===== src/rtl/bin2bcd_seq.sv =====
// bin2bcd_seq: sequential binary-to-BCD converter (shift-add-3, one bit per clock).
// Drives the 4-digit packed-BCD bus of the seven-segment scanner; the result
// register only changes when a conversion completes.
//
// Ports:
//   clk       system clock, rising edge
//   rst       synchronous, active-high reset
//   start     conversion request, sampled only while idle
//   bin       unsigned binary input, latched when start is accepted
//   busy      high while a conversion is in progress
//   done      one-cycle pulse when nums/overflow are updated
//   overflow  last accepted bin exceeded MAX_VAL
//   nums      packed BCD result, digit 0 in [3:0] .. digit 3 in [15:12]
//
// Optional build macro: BIN2BCD_LZ_BLANK_EN
//   When defined, leading zero digits 3..1 are replaced by 4'hF on load.
module bin2bcd_seq #(
  parameter int BIN_W   = 14,
  parameter int MAX_VAL = 9999
) (
  input  logic             clk,
  input  logic             rst,
  input  logic             start,
  input  logic [BIN_W-1:0] bin,
  output logic             busy,
  output logic             done,
  output logic             overflow,
  output logic [15:0]      nums
);

  localparam int          CNT_W = $clog2(BIN_W + 1);
  localparam logic [31:0] MAX_U = 32'(MAX_VAL);

  typedef enum logic [1:0] {
    ST_IDLE,
    ST_SHIFT,
    ST_DONE
  } state_t;

  state_t           state_q, state_d;
  logic [BIN_W-1:0] sreg_q, sreg_d;
  logic [15:0]      scratch_q, scratch_d;
  logic [CNT_W-1:0] cnt_q, cnt_d;
  logic             ovf_flag_q, ovf_flag_d;
  logic             busy_q, busy_d;
  logic             done_q, done_d;
  logic             overflow_q, overflow_d;
  logic [15:0]      nums_q, nums_d;
  logic             bin_ovf;

  function automatic logic [3:0] adj_digit(input logic [3:0] d);
    return (d >= 4'd5) ? d + 4'd3 : d;
  endfunction

`ifdef BIN2BCD_LZ_BLANK_EN
  // Blank digits 3..1 while every digit above is zero; digit 0 always shown.
  function automatic logic [15:0] lz_blank(input logic [15:0] v);
    logic [15:0] r;
    logic        lead;
    r    = v;
    lead = 1'b1;
    for (int unsigned k = 0; k < 3; k++) begin
      if (lead && (r[4*(3-k) +: 4] == 4'h0)) begin
        r[4*(3-k) +: 4] = 4'hF;
      end else begin
        lead = 1'b0;
      end
    end
    return r;
  endfunction
`endif

  always_comb begin
    bin_ovf = 32'(bin) > MAX_U;
  end

  always_comb begin
    state_d    = state_q;
    sreg_d     = sreg_q;
    scratch_d  = scratch_q;
    cnt_d      = cnt_q;
    ovf_flag_d = ovf_flag_q;
    busy_d     = busy_q;
    done_d     = 1'b0;
    overflow_d = overflow_q;
    nums_d     = nums_q;

    case (state_q)
      ST_IDLE: begin
        busy_d = 1'b0;
        if (start) begin
          sreg_d     = bin;
          scratch_d  = '0;
          ovf_flag_d = bin_ovf;
          busy_d     = 1'b1;
          state_d    = ST_SHIFT;
          // Out-of-range input takes a single throwaway shift so completion
          // lands two edges after accept; the scratch value is discarded.
          cnt_d      = bin_ovf ? CNT_W'(1) : CNT_W'(BIN_W);
        end
      end
      ST_SHIFT: begin
        // Adjust all digits in parallel, then shift {scratch, sreg} left by one.
        scratch_d = {3'(adj_digit(scratch_q[15:12])),
                     adj_digit(scratch_q[11:8]),
                     adj_digit(scratch_q[7:4]),
                     adj_digit(scratch_q[3:0]),
                     sreg_q[BIN_W-1]};
        sreg_d    = {sreg_q[BIN_W-2:0], 1'b0};
        cnt_d     = cnt_q - CNT_W'(1);
        if (cnt_q == CNT_W'(1)) begin
          state_d = ST_DONE;
        end
      end
      ST_DONE: begin
`ifdef BIN2BCD_LZ_BLANK_EN
        nums_d = ovf_flag_q ? 16'hFFFF : lz_blank(scratch_q);
`else
        nums_d = ovf_flag_q ? 16'hFFFF : scratch_q;
`endif
        overflow_d = ovf_flag_q;
        done_d     = 1'b1;
        busy_d     = 1'b0;
        state_d    = ST_IDLE;
      end
      default: begin
        state_d = ST_IDLE;
      end
    endcase
  end

  always_ff @(posedge clk) begin
    if (rst) begin
      state_q    <= ST_IDLE;
      sreg_q     <= '0;
      scratch_q  <= '0;
      cnt_q      <= '0;
      ovf_flag_q <= 1'b0;
      busy_q     <= 1'b0;
      done_q     <= 1'b0;
      overflow_q <= 1'b0;
      nums_q     <= '0;
    end else begin
      state_q    <= state_d;
      sreg_q     <= sreg_d;
      scratch_q  <= scratch_d;
      cnt_q      <= cnt_d;
      ovf_flag_q <= ovf_flag_d;
      busy_q     <= busy_d;
      done_q     <= done_d;
      overflow_q <= overflow_d;
      nums_q     <= nums_d;
    end
  end

  assign busy     = busy_q;
  assign done     = done_q;
  assign overflow = overflow_q;
  assign nums     = nums_q;

endmodule


===== config.mk =====
export PLATFORM = sky130hd
export DESIGN_NAME = bin2bcd_seq
export DESIGN_NICKNAME = d
export VERILOG_FILES = /design/src/rtl/bin2bcd_seq.sv
export SDC_FILE = /design/constraint.sdc
export NUM_CORES = 1
export LEC_CHECK = 0
export ABC_AREA = 1
export BUFFER_PORTS_ARGS = -buffer_cell sky130_fd_sc_hd__buf_2
export CAP_MARGIN = 10
export CORE_MARGIN = 2
export CORE_UTILIZATION = 45
export CTS_CLUSTER_SIZE = 20
export DETAILED_ROUTE_END_ITERATION = 12
export GPL_TIMING_DRIVEN = 0
export PLACE_DENSITY = 0.67
export SLEW_MARGIN = 20
export SYNTH_ARGS = -nofsm -noshare
export SYNTH_HDL_FRONTEND = slang
export SYNTH_SLANG_ARGS = --single-unit

===== constraint.sdc =====
create_clock -name clk -period 1.1 [get_ports clk]
set_input_delay 0.22 -clock clk [delete_from_list [all_inputs] [get_ports clk]]
set_output_delay 0.22 -clock clk [all_outputs]
set_load 0.02 [all_outputs]

==> results.json <==
{
  "nNetsFinal": 453,
  "die_x_um": 81.2,
  "arrival_ns": 1.40,
  "slowest_stage": "dfxtp_4",
  "ys_seq_elements": 56,
  "drt_iter0_markers": 135,
  "syn-instance-count": 355,
  "rows": 28,
  "rsz0062_at_grt": "true",
  "synth-seq-area-share_pct": 41.8,
  "worstHoldPathType": "input port to flop",
  "worstSetupPathType": "flop to flop",
  "num_vias": 2659,
  "initial_core_util_pct": 45.9,
  "cp.required_ns": 1.31,
  "clk_pin_slew_ns": 0.10,
  "drc": 0,
  "grt_max_degree": 18,
  "htree_levels": 2,
  "gr-total-overflow": 0,
  "worst_slack_ns": -0.0855,
  "peakVddDrop_mv": 0.690,
  "power_density_nw_per_um2": 1190,
  "period_minus_slack_ns": 1.19,
  "ant_nets": 0,
  "clock_path_buffers": 2,
  "die_h_um": 81.2,
  "yosysUniqueCellTypes": 28,
  "antenna_found_initial": 0,
  "setup_violations": 47,
  "grt_usage_pct": 20.1,
  "syn_avg_cell_area_um2": 7.56,
  "setup.worst_path.end_class": "flop",
  "numPortBuffers": 34,
  "viasPerCell": 5.30,
  "gp_congestion": 0.812,
  "fin_worst_skew_ns": 0.00694,
  "fmax_ghz": 0.843,
  "worst-path-max-fanout": 6,
  "coreArea_um2": 5850,
  "syn_to_final_growth_pct": 39.0,
  "cp_cell_sequence": "inv_4 > nand2_4 > buf_12 > buf_4 > nand2_2 > o21ai_2 > o21ai_1 > a21oi_1",
  "synthesis.nets": 382,
  "numCtsBuffers": 5,
  "max_slew_margin_pct": 63.7,
  "failed_checks": "setup timing",
  "cp_slowest_stage_delay_ns": 0.37,
  "wirelength_mm": 6.92,
  "cts_tree": "built",
  "insertion_delay_ns": 0.31,
  "cts.sinks": 56,
  "io_pins": 36,
  "postCtsHoldBufs": 0,
  "place_area_um2": 2970,
  "power.total_mw": 4.42,
  "grt_pass1_wl_mm": 10.5,
  "syn_area_um2": 2690,
  "layout_common_cells": "dfxtp_1 (46), nand2_1 (45), a21oi_1 (40), buf_2 (36), inv_1 (28)",
  "first_pass_iters": 4,
  "drv_slew": 0,
  "start_kind": "flop",
  "antennaDiodeCount": 0,
  "hold_viol": 0,
  "fin_crit_sh_pct": 108,
  "root_buffer": "clkbuf_8",
  "ys_warn_count": 0,
  "place_ws_ns": -0.248,
  "worst_slew_pin_slew_ns": 0.545,
  "drive_gt1_share_pct": 41.0,
  "p_leak_nw": 1.66,
  "final_common_cell": "dfxtp_1",
  "dpl.hpwl_mm": 4.19,
  "status": "finished with violations",
  "final_area_um2": 3730,
  "drv_cap": 0,
  "die_area_um2": 6600,
  "grt_pass1_vias": 2290,
  "wl_per_cell_um": 13.8
}
[critical path, delay by kind of cell, from the launching register on]
kind / cells / cell delay [ns]
AOI/OAI and AO/OA: 3 / 0.23
and+or+nand+nor: 2 / 0.13
buffers and inverters: 3 / 0.36
DFF: 1 / 0.37
[cells in the mapped netlist (all sizes together)]
| cell | instances | area [um^2] |
|---|---|---|
| ha | 10 | 125 |
| clkinv | 1 | 8.76 |
| buf | 12 | 105 |
| o32ai | 1 | 8.76 |
| a211oi | 13 | 97.6 |
| inv | 42 | 160 |
| nand2 | 73 | 292 |
| a21oi | 47 | 239 |
| nand4 | 11 | 68.8 |
| nor3 | 1 | 5.00 |
| o211ai | 4 | 30.0 |
| clkbuf | 7 | 26.3 |
| dfxtp | 56 | 1120 |
| a31oi | 1 | 6.26 |
| nand3 | 23 | 115 |
| o21ai | 39 | 221 |
| nor2 | 14 | 55.1 |
[per-stage QoR]
step	utilization [%]	setup TNS, ns	hold WS [ns]	cells
after floorplan	-	-0.404	0.351	355
after global placement	50.7	-7.10	0.439	464
after detailed placement	50.7	-6.95	0.443	464
after CTS	58.9	-1.00	0.127	494
after global routing	63.8	-4.40	0.158	502
final	63.8	-1.78	0.140	502
[cell families after synthesis]
kind of cell	Yosys count	share of synthesized area, %
compound gates	105	22.5
flops	56	41.8
simple gates	122	19.9
fa+ha+maj	10	4.66
buf+inv	62	11.2
[per-layer routing]
metal	track usage [%]	vias up	share of wire, %
met5	0	-	0
met4	5.42	0	0.79
met3	3.78	6	3.8
met2	34.2	62	50
met1	26.1	1256	45
li1	-	1335	-
[sequential cells by signal, summed over array words and instances, names as in the netlist]
register,count
cnt_q,4
ovf_flag_q,1
done,1
nums,16
state_q,2
scratch_q,16
overflow,1
sreg_q,14
busy,1
[area by class of cell]
type | count | area [um^2]
plain buffers | 17 | 156
clock buffers | 5 | 68.8
clock inverters | 3 | 42.5
fillers | 504 | 2120
inverters | 43 | 196
multi-input cells | 237 | 1540
flip-flops and latches | 56 | 1150
well taps | 75 | 93.8
repair buffers | 66 | 487
[report_power, final]
part           total [mW]  internal, mW  switching, mW
Clock                1.37         0.675          0.693
Sequential           2.17          2.11         0.0575
Combinational       0.887         0.388          0.499
Total                4.42          3.18           1.25
[what timing repair did]
item,CTS,global route
resized for setup,72,55
setup endpoints to repair,49,50
pin swaps,22,25
buffers inserted,21,6
gates cloned,3,2
[worst paths after layout]
| check | startpoint | to | slack [ns] | cells past startpoint |
|---|---|---|---|---|
| hold reg to reg | sreg_q[9] | sreg_q[9] | 0.46 | 2 |
| hold / removal | bin[0] | sreg_q[0] | 0.14 | 3 |
| setup / recovery | state_q[1] | sreg_q[5] | -0.09 | 8 |
| setup reg to reg | state_q[1] | sreg_q[5] | -0.09 | 8 |
(Power assumes the default switching activity.)
